**src/rtl/alarm_clock_ctrl.sv**
```systemverilog
// Alarm clock controller: keeps HH:MM:SS from the 1 Hz tick, runs the set-mode
// FSM from the button pulses and the ring/snooze FSM that drives the buzzer.
module alarm_clock_ctrl #(
    parameter int ALARM_RST_HR = 6,
    parameter int SNOOZE_MIN   = 5,
    parameter int RING_MAX_SEC = 60
) (
    input  logic       clk,
    input  logic       rst,
    input  logic       sec_tick,
    input  logic       btn_mode,
    input  logic       btn_inc,
    input  logic       btn_snooze,
    input  logic       alarm_en,
    output logic       cnt_en,
    output logic [4:0] disp_hh,
    output logic [5:0] disp_mm,
    output logic [5:0] disp_ss,
    output logic [2:0] mode,
    output logic       alarm_ring
);

    localparam int SNZ_W = $clog2(SNOOZE_MIN * 60 + 1);
    localparam logic [SNZ_W-1:0] SNZ_LOAD  = SNZ_W'(SNOOZE_MIN * 60);
    localparam logic [7:0]       RING_LAST = 8'(RING_MAX_SEC - 1);

    typedef enum logic [2:0] {
        M_RUN      = 3'd0,
        M_SET_HR   = 3'd1,
        M_SET_MIN  = 3'd2,
        M_SET_AHR  = 3'd3,
        M_SET_AMIN = 3'd4
    } mode_t;

    typedef enum logic [1:0] {
        R_IDLE    = 2'd0,
        R_RINGING = 2'd1,
        R_SNOOZE  = 2'd2
    } ring_t;

    mode_t            mode_q, mode_d;
    ring_t            ring_q, ring_d;
    logic [4:0]       hh_q, hh_d, ahh_q, ahh_d;
    logic [5:0]       mm_q, mm_d, ss_q, ss_d, amm_q, amm_d;
    logic [7:0]       ring_cnt_q, ring_cnt_d;
    logic [SNZ_W-1:0] snz_q, snz_d;
    logic             ticked_q;

    logic time_runs;
    logic run_tick;
    logic step_mode;
    logic dismiss;
    logic match;

    always_comb begin
        time_runs = (mode_q == M_RUN) || (mode_q == M_SET_AHR) || (mode_q == M_SET_AMIN);
        run_tick  = sec_tick && time_runs;
        // A mode press while the alarm is active only silences it.
        step_mode = btn_mode && (ring_q == R_IDLE);
        dismiss   = btn_mode && (ring_q != R_IDLE);
        match     = ticked_q && alarm_en && (hh_q == ahh_q) && (mm_q == amm_q)
                    && (ss_q == 6'd0);
    end

    always_comb begin
        mode_d = mode_q;
        if (step_mode) begin
            case (mode_q)
                M_RUN:      mode_d = M_SET_HR;
                M_SET_HR:   mode_d = M_SET_MIN;
                M_SET_MIN:  mode_d = M_SET_AHR;
                M_SET_AHR:  mode_d = M_SET_AMIN;
                default:    mode_d = M_RUN;
            endcase
        end
    end

    always_comb begin
        hh_d  = hh_q;
        mm_d  = mm_q;
        ss_d  = ss_q;
        ahh_d = ahh_q;
        amm_d = amm_q;
        if (run_tick) begin
            if (ss_q == 6'd59) begin
                ss_d = 6'd0;
                if (mm_q == 6'd59) begin
                    mm_d = 6'd0;
                    hh_d = (hh_q == 5'd23) ? 5'd0 : hh_q + 5'd1;
                end else begin
                    mm_d = mm_q + 6'd1;
                end
            end else begin
                ss_d = ss_q + 6'd1;
            end
        end
        if (step_mode && (mode_q == M_RUN)) begin
            ss_d = 6'd0;
        end
        // Field increments never carry; a simultaneous mode press drops them.
        if (btn_inc && !btn_mode) begin
            case (mode_q)
                M_SET_HR:   hh_d  = (hh_q  == 5'd23) ? 5'd0 : hh_q  + 5'd1;
                M_SET_MIN:  mm_d  = (mm_q  == 6'd59) ? 6'd0 : mm_q  + 6'd1;
                M_SET_AHR:  ahh_d = (ahh_q == 5'd23) ? 5'd0 : ahh_q + 5'd1;
                M_SET_AMIN: amm_d = (amm_q == 6'd59) ? 6'd0 : amm_q + 6'd1;
                default:    ;
            endcase
        end
    end

    always_comb begin
        ring_d     = ring_q;
        ring_cnt_d = ring_cnt_q;
        snz_d      = snz_q;
        if (!alarm_en) begin
            ring_d = R_IDLE;
        end else begin
            case (ring_q)
                R_IDLE: begin
                    if (match) begin
                        ring_d     = R_RINGING;
                        ring_cnt_d = 8'd0;
                    end
                end
                R_RINGING: begin
                    if (dismiss) begin
                        ring_d = R_IDLE;
                    end else if (btn_snooze) begin
                        ring_d = R_SNOOZE;
                        snz_d  = SNZ_LOAD;
                    end else if (run_tick) begin
                        if (ring_cnt_q == RING_LAST) begin
                            ring_d = R_IDLE;
                        end else begin
                            ring_cnt_d = ring_cnt_q + 8'd1;
                        end
                    end
                end
                R_SNOOZE: begin
                    if (dismiss) begin
                        ring_d = R_IDLE;
                    end else if (run_tick) begin
                        if (snz_q <= SNZ_W'(1)) begin
                            snz_d      = '0;
                            ring_d     = R_RINGING;
                            ring_cnt_d = 8'd0;
                        end else begin
                            snz_d = snz_q - SNZ_W'(1);
                        end
                    end
                end
                default: ring_d = R_IDLE;
            endcase
        end
    end

    // Outputs are registered from the next-state values so they track the state exactly.
    always_ff @(posedge clk) begin
        if (!rst) begin
            mode_q     <= M_RUN;
            ring_q     <= R_IDLE;
            hh_q       <= 5'd0;
            mm_q       <= 6'd0;
            ss_q       <= 6'd0;
            ahh_q      <= 5'(ALARM_RST_HR);
            amm_q      <= 6'd0;
            ring_cnt_q <= 8'd0;
            snz_q      <= '0;
            ticked_q   <= 1'b0;
            cnt_en     <= 1'b1;
            disp_hh    <= 5'd0;
            disp_mm    <= 6'd0;
            disp_ss    <= 6'd0;
            mode       <= 3'd0;
            alarm_ring <= 1'b0;
        end else begin
            mode_q     <= mode_d;
            ring_q     <= ring_d;
            hh_q       <= hh_d;
            mm_q       <= mm_d;
            ss_q       <= ss_d;
            ahh_q      <= ahh_d;
            amm_q      <= amm_d;
            ring_cnt_q <= ring_cnt_d;
            snz_q      <= snz_d;
            ticked_q   <= run_tick;
            cnt_en     <= (mode_d != M_SET_HR) && (mode_d != M_SET_MIN);
            disp_hh    <= ((mode_d == M_SET_AHR) || (mode_d == M_SET_AMIN)) ? ahh_d : hh_d;
            disp_mm    <= ((mode_d == M_SET_AHR) || (mode_d == M_SET_AMIN)) ? amm_d : mm_d;
            disp_ss    <= ss_d;
            mode       <= mode_d;
            alarm_ring <= (ring_d == R_RINGING);
        end
    end

endmodule

```
**config.mk**
```make
export PLATFORM = sky130hd
export DESIGN_NAME = alarm_clock_ctrl
export DESIGN_NICKNAME = d
export VERILOG_FILES = /design/src/rtl/alarm_clock_ctrl.sv
export SDC_FILE = /design/constraint.sdc
export NUM_CORES = 1
export LEC_CHECK = 0
export ABC_AREA = 1
export CAP_MARGIN = 20
export CELL_PAD_IN_SITES_DETAIL_PLACEMENT = 1
export CELL_PAD_IN_SITES_GLOBAL_PLACEMENT = 1
export CORE_MARGIN = 10
export CORE_UTILIZATION = 40
export DETAILED_ROUTE_END_ITERATION = 16
export GPL_ROUTABILITY_DRIVEN = 0
export PLACE_DENSITY = 0.78
export SKIP_CTS_REPAIR_TIMING = 1
export SLEW_MARGIN = 10
export SYNTH_ARGS = -nofsm -noshare
export SYNTH_HDL_FRONTEND = slang
export SYNTH_SLANG_ARGS = --single-unit
```
**constraint.sdc**
```tcl
create_clock -name clk -period 4.5 [get_ports clk]
set_input_delay 1.35 -clock clk [delete_from_list [all_inputs] [get_ports clk]]
set_output_delay 1.35 -clock clk [all_outputs]
set_load 0.02 [all_outputs]
```
* Word level (Yosys, flattened, before mapping)
Index checks and enable logic that the tools add are counted.
** Word-level totals
- Bits in registers :: 64
- Latch bits :: 0
- Word-level logic and storage cells :: 121
- Memories :: 0
- ROM bits :: 0
- Memory bits (writable) :: 0
** Operators by class
- Add/sub/neg operators :: 7
- Div/mod/pow operators :: 0
- Multiply operators :: 0
- Order comparisons :: 1
- Bitwise gates (word level) :: 1
- Eq/ne operators :: 28
- Muxes and demuxes :: 47
- Shift-type cells :: 0
- Reductions and logical operators :: 23
** Operator list (number)
- 8-bit 2-to-1 mux :: 8
- 6-bit 2-to-1 mux :: 10
- 5-bit 2-to-1 mux :: 10
- 9-bit 2-to-1 mux :: 5
- 8-bit one-hot mux with 3 select lines :: 1
- 6-bit by 1-bit adder with 6-bit output (second input constant) :: 3
- 6-bit equality test (second input constant) :: 3
- 2-bit 2-to-1 mux :: 9
- 2-bit != test (second input constant) :: 9
- 9-bit one-hot mux with 2 select lines :: 1
- 3-bit one-hot mux with 4 select lines :: 1
- 5-bit by 1-bit adder with 5-bit output (second input constant) :: 2
- 5-bit equality test (second input constant) :: 2
- 1-bit logical AND :: 10
- 10-bit AND reduction :: 1
- 3-bit by 2-bit equality test with 1-bit output (second input constant) :: 3
- 9-bit by 1-bit less-or-equal comparator with 1-bit output (second input constant) :: 1
- 9-bit by 1-bit subtractor with 9-bit output (second input constant) :: 1
- 8-bit by 1-bit adder with 8-bit output (second input constant) :: 1
- 8-bit by 6-bit equality test with 1-bit output (second input constant) :: 1
- 3-bit equality test (second input constant) :: 2
- 6-bit equality test :: 1
- 6-bit zero test :: 1
- 2-bit one-hot mux with 3 select lines :: 1
- 16 further kinds :: 20

* Longest topological paths before layout
Gate-level depths: netlist of run 1.
- Depth after elaboration :: 10
- Mapped depth :: 13
- Depth with buffers taken out :: 12

* Least setup slack after synthesis of run 1
Ideal clock, no wire load.
- Path type :: input port to flip-flop
- From :: input btn_mode
- To :: register disp_mm[5]
- Library setup time :: 0.115 ns
- Data arrival time :: 2.242 ns
- Stages on the path :: 8
- Path slack :: 2.144 ns
- Data required time :: 4.385 ns
- Path through :: inv_2 -> nand2_2 -> inv_2 -> nand3_2 -> or2_1 -> and3_1 -> o21ai_1 -> nor2_1
** Between the ends
- Longest elaborated chain between the ends :: 5
- Elaborated cells on any way between the ends :: 10
** RTL lines
- start: declaration :: RTL line 11 : input logic btn_mode,
- 1-bit logical AND :: RTL line 59 : step_mode = btn_mode && (ring_q == R_IDLE);
- 3-bit 2-to-1 mux :: RTL line 67 : if (step_mode) begin
- 3-bit by 2-bit equality test with 1-bit output / 3-bit equality test (equally long branches) :: RTL line 190 : disp_mm <= ((mode_d == M_SET_AHR) || (mode_d == M_SET_AMIN)) ? amm_d : mm_d;
- 1-bit logical OR :: RTL line 190
- 6-bit 2-to-1 mux * :: RTL line 190
- end signal: assignment :: RTL line 190
- end: declaration :: RTL line 17 : output logic [5:0] disp_mm,
Every way passes the cells marked *; elsewhere a longest branch is shown, timed or not.
A chain may end at the register's enable or synchronous reset.

* Worst setup path in the final report of run 1
Ends and elaborated chain as after synthesis.

==> results of run 1 <==
-- registers in the layout, summed over array words and instances, names as in the netlist --
register / flops
snz_q: 9
ring_cnt_q: 8
amm_q: 6
disp_mm: 6
mm_q: 6
ss_q: 6
ahh_q: 5
disp_hh: 5
hh_q: 5
mode_q: 3
ring_q: 2
alarm_ring: 1
cnt_en: 1
ticked_q: 1
-- through the flow --
| stage | cell area [sq um] | hold WS [ns] | power [mW] |
|---|---|---|---|
| global placement | 4040 | 0.465 | 0.709 |
| global route | 4230 | 0.528 | 1.23 |
| CTS | 4230 | 0.500 | 1.20 |
| detailed placement | 4040 | 0.485 | 0.712 |
| finish | 4230 | 0.496 | 1.19 |
| floorplan | 3660 | 0.453 | 0.666 |
-- cell usage in the layout (no fill, tap or decap), drive strengths merged, types with 2 or more instances in the layout --
master           n
xnor2            4
a21oi           29
nand2          155
ha               9
nor2            82
dfxtp           64
o211ai           2
nand3           50
inv             73
or2              3
xor2            10
o21ai           26
a211oi           3
a31oi            4
clkbuf          12
a21boi           3
buf              2
o21bai           2
clkdlybuf4s50   28
nor3             6
nand4           10
-- worst max-delay path by stage --
| stage | endpoint | depth (start not counted) |
|---|---|---|
| after detailed placement | disp_mm[5]$_SDFF_PN0_ | 7 |
| final | disp_mm[5]$_SDFF_PN0_ | 7 |
| after global placement | disp_mm[4]$_SDFF_PN0_ | 8 |
| after floorplan | disp_mm[5]$_SDFF_PN0_ | 8 |
| after CTS | disp_mm[4]$_SDFF_PN0_ | 8 |
| after global routing | disp_mm[5]$_SDFF_PN0_ | 7 |
-- worst register-to-register path, stage by stage, from the launching register on --
cell and delay [ns]:
dfxtp_1 0.50, inv_1 0.15, nand2_2 0.14, nand2_1 0.09, nand2_1 0.32, nand2_1 0.12
nand2_2 0.16, inv_2 0.12, nand2_1 0.10, nand2_2 0.11, a211oi_2 0.18
-- routing by layer --
metal | GRT usage | wire length (microns)
met5 | 0 | 0
met4 | 0.0667 | 172
met3 | 0.0258 | 246
met2 | 0.299 | 5280
met1 | 0.179 | 4610
-- cell type report --
type | instances | area [sq um]
clock buffers | 12 | 145
fillers | 1189 | 4580
flip-flops and latches | 64 | 1280
well taps | 108 | 135
repair buffers | 30 | 295
clock inverters | 3 | 42.5
inverters | 73 | 274
multi-input cells | 404 | 2050
-- cell families (layout without fill, tap and decap cells) --
logic type	count (synthesis)	in the layout	share of synthesized area
AOI/OAI and AO/OA	71	71	0.118
xor gates and xnor gates	14	14	0.0335
adders and majority gates	9	9	0.0308
buffers and inverters	82	118	0.0886
DFF	64	64	0.350
and+or+nand+nor	310	310	0.379
-- power breakdown --
group	switching, mW	leakage, nW	internal [mW]
clock	0.224	0.0925	0.267
sequential	0.00834	0.518	0.577
combinational	0.0718	1.14	0.0410
total	0.304	1.75	0.885
==> impl_metrics.yaml, run 1 <==
setup_path:
  r2r_end: "snz_q[1]$_SDFFE_PN0P_"
  path_class: "in -> reg"
  slowest_delay_ns: 0.57
  reg2reg_from: "mode_q[0]$_SDFF_PN0_"
  critPathArrivalTime_ns: 3.12
  critPathLaunch: "btn_mode"
  worstPathRequired_ns: 4.74
  start_kind: "input pin"
  cp_cell_sequence: "clkdlybuf4s50_1 -> inv_2 -> nand2_2 -> o21ai_2 -> nand2_1 -> a21oi_1 -> nor2_1"
  crit_family: "compound AO/OA/AOI/OAI gates"
  r2r_slack_ns: 2.45
  worst-path-max-fanout: 12
  cp_num_buf_inv: 2
  end_kind: "flop"
  critical_path.slowest_cell: "o21ai_2"
  r2r_cells: 10
sta:
  setup_violations: 0
  skew_ns: 0.00987
  setup_ws_ns: 1.62
  min_period_over_period: 0.640
  setup_tns_ns: 0
  fmax_mhz: 347
  rsz0062_at_grt: "no"
  maxSlewViolCount: 0
  min_period_ns: 2.88
  slew_headroom: 0.565
  tightest_slew_ns: 0.652
  hold_violations: 0
routing:
  drtIter0Drc: 104
  num_vias: 3607
  drc: 0
  wl_per_cell_microns: 14.9
  postRouteAntennaNets: 0
  drt_wl_total_microns: 10300
  vias_per_cell: 5.20
  firstDrtPassIters: 4
clock_network:
  clk_pin_slew_ns: 0.07
  h-tree-depth: 3
  cts_root_buf: "clkbuf_8"
  clockBufferDepth: 2
  cts_buffers: 9
  cts_tree: "yes"
  clkLatencyLatePin_ns: 0.35
  cts.sinks: 64
hold_path:
  hp-start: "snz_q[3]$_SDFFE_PN0P_"
  hold_path_depth: 1
  whs_endpoint: "snz_q[3]$_SDFFE_PN0P_"
  hp-class: "reg -> reg"
grt:
  grt_antenna_before_repair: 0
  grt_usage: 0.161
  grt-ovfl-total: 0
  grt_pass1_wl_microns: 17600
  grt_pass1_vias: 3765
  grt_max_degree: 22
logic_synthesis:
  synth.top_cell.area_share: 0.350
  synthFlopType: "dfxtp_1"
  synth_area_leaders: "dfxtp_1, nand2_1, nor2_1"
  yosysTopAreaCell: "dfxtp_1"
  syn_area_per_cell_sq_um: 6.65
  ys_seq_elements: 64
  syn_nets: 566
  yosys_warnings: 0
  synth_async_sr_flop_share: 0
  synth_cell_type_count: 43
  synth_edf_count: 0
  seq_area_frac_synth: 0.350
  yosysMostFrequentCell: "nand2_1"
  synthCells: 550
  synth_area_sq_um: 3660
  netlist_top_cells_count: "nand2_1, nor2_1, dfxtp_1"
power_and_ir_drop:
  power_leakage_nw: 1.75
  p_per_area_nw_per_um2: 281
  vdd_drop_max_mv: 0.123
cells_and_area:
  final_cell_count_no_fill: 694
  drive_gt1_frac: 0.109
  antennaDiodeCount: 0
  fin_util: 0.480
  finalNetCount: 598
  syn_to_final_growth_pct: 15.5
floorplanning:
  start_util: 0.415
  num_rows: 34
  die_h_microns: 116
  num_io_pins: 29
  die-area_sq_um: 13400
  core_region_area_sq_um: 8810
  dieWidth_microns: 116
placed_design:
  dp_hpwl_microns: 7860
  port_buffers: 28
  dp_slack_ns: 1.24
  dp_cells: 679
status:
  status: "completed"
flow_run:
  cap_violations: 0
No activity file was read; power rests on OpenSTA's default activity.
==> run 2, diff against run 1 <==
Settings changed: CORE_UTILIZATION 40 to 38.
Clock period 4.5 ns to 2.6 ns, I/O delays scaled along.
==> run 2 against run 1 <==
Effect of this change:
- clock skew rose by 0.0010 ns
- register-to-register slack got worse by 1.7 ns
- final cell count rose by 3.9%
- setup slack got worse by 1.3 ns
- cell area rose by 2.3%
- power rose by 84%
- hold slack got worse by 0.0051 ns
- die area rose by 4.3%
- count of clock-buffer cells in the layout fell by 1
- flip-flop and latch count did not move
==> impl_metrics.yaml, run 2 (synthesis gave the netlist of run 1 again) <==
status:
  status: "completed"
sta:
  min_period_ns: 2.30
  setup_tns_ns: 0
  hold_violations: 0
  fmax_mhz: 435
  whs_ns: 0.491
  skew_ns: 0.0109
  tightest_slew_ns: 0.625
  setup_violations: 0
  maxSlewViolCount: 0
  slew_headroom: 0.583
  min_period_over_period: 0.883
  rsz0062_at_grt: "no"
setup_path:
  r2r_end: "disp_hh[0]$_SDFF_PN0_"
  path_class: "in -> reg"
  slowest_delay_ns: 0.59
  worst-path-max-fanout: 7
  reg2reg_from: "ring_q[0]$_SDFF_PN0_"
  worstPathRequired_ns: 2.84
  end_kind: "flop"
  crit_family: "simple AND/OR/NAND/NOR gates"
  cp_num_buf_inv: 3
  r2r_cells: 10
  critPathArrivalTime_ns: 2.54
  start_kind: "input pin"
  critical_path.slowest_cell: "clkdlybuf4s50_1"
  r2r_slack_ns: 0.78
  cp_cell_sequence: "clkdlybuf4s50_1 -> nand2_2 -> inv_2 -> nor2_2 -> nor2_2 -> nand2_1 -> nand2_1 -> nand3_1 -> nand3_1 -> inv_2"
floorplanning:
  die_h_microns: 118
  num_io_pins: 29
  dieWidth_microns: 118
  core_region_area_sq_um: 9330
  die-area_sq_um: 14000
  start_util: 0.392
  num_rows: 35
clock_network:
  clkLatencyLatePin_ns: 0.34
  h-tree-depth: 3
  clockBufferDepth: 2
  cts.sinks: 64
  clk_pin_slew_ns: 0.07
  cts_buffers: 9
  cts_root_buf: "clkbuf_8"
  cts_tree: "yes"
placed_design:
  dp_hpwl_microns: 7860
  port_buffers: 28
routing:
  drc: 0
  drt_wl_total_microns: 10300
  postRouteAntennaNets: 0
  drtIter0Drc: 91
  vias_per_cell: 4.90
  num_vias: 3536
  firstDrtPassIters: 4
  wl_per_cell_microns: 14.3
grt:
  grt_pass1_wl_microns: 17600
  grt_pass1_vias: 3787
  grt_max_degree: 32
  grt_antenna_before_repair: 0
  grt_usage: 0.149
  grt-ovfl-total: 0
cells_and_area:
  top_register: "snz_q"
  syn_to_final_growth_pct: 18.2
  finalNetCount: 603
  antennaDiodeCount: 0
  multi_input_area_sq_um: 2050
  top_regs: "snz_q x9, ring_cnt_q x8"
  largest_reg_flops: 9
  final_common_cell: "nand2_1"
  drive_gt1_frac: 0.120
  regArea_sq_um: 1280
  nFillCells: 1246
  mostFrequentLayoutCells: "nand2_1, nor2_1, dfxtp_1"
power_and_ir_drop:
  vdd_drop_max_mv: 0.257
  p_per_area_nw_per_um2: 507
  p_total_mw: 2.19
  power_leakage_nw: 1.79
flow_run:
  cap_violations: 0
hold_path:
  whs_endpoint: "snz_q[3]$_SDFFE_PN0P_"
  hp-class: "reg -> reg"
  hp-start: "snz_q[3]$_SDFFE_PN0P_"
  hold_path_depth: 1
run 2: how the worst max path moves through the flow:
stage | endpoint | slack [ns] | from | cells after the start
after floorplan | disp_mm[5]$_SDFF_PN0_ | 0.81 | btn_mode | 8
after global placement | disp_hh[1]$_SDFF_PN0_ | 0.04 | btn_mode | 10
after detailed placement | disp_hh[1]$_SDFF_PN0_ | -0.02 | btn_mode | 10
after CTS | mode[1] | 0.29 | mode_q[1]$_SDFF_PN0_ | 1
after global routing | mm_q[4]$_SDFF_PN0_ | 0.17 | btn_mode | 8
final | disp_hh[0]$_SDFF_PN0_ | 0.30 | btn_mode | 10
run 2: stage by stage:
step / setup WS (ns) / utilization / area [sq um] / instances
global route: 0.172 / 0.464 / 4320 / 721
global placement: 0.0406 / 0.440 / 4100 / 705
floorplan: 0.814 / - / 3660 / 550
CTS: 0.292 / 0.464 / 4320 / 721
detailed placement: -0.0240 / 0.440 / 4100 / 705
finish: 0.303 / 0.464 / 4320 / 721
run 2: layout make-up:
class,instances,share of cell area
clock buffer,11,0.0327
clock inverter,5,0.0185
inverter,73,0.0634
multi-input combinational,404,0.475
sequential,64,0.296
tap,129,0.0373
timing repair buffer,35,0.0770
run 2: metal layers:
metal | global-route usage | share of wire | vias up
li1 | - | - | 1827
met1 | 0.170 | 0.45 | 1674
met2 | 0.278 | 0.51 | 26
met3 | 0.0254 | 0.023 | 9
met4 | 0.0371 | 0.011 | 0
met5 | 0 | 0 | -
run 2: worst reg2reg max path: stages, from the launching register on:
cell and delay (ns):
dfxtp_1 0.39, nor2_4 0.19, nand2_2 0.10, inv_2 0.10, nor2_2 0.05, nor2_2 0.19
nand2_1 0.12, nand2_1 0.31, nand3_1 0.15, nand3_1 0.11, inv_2 0.03
run 2: power by group:
part           internal (mW)  switching [mW]  leakage [nW]  total [mW]
Combinational         0.0773           0.127          1.17       0.204
Clock                  0.565           0.410         0.106       0.975
Sequential             0.998          0.0139         0.518        1.01
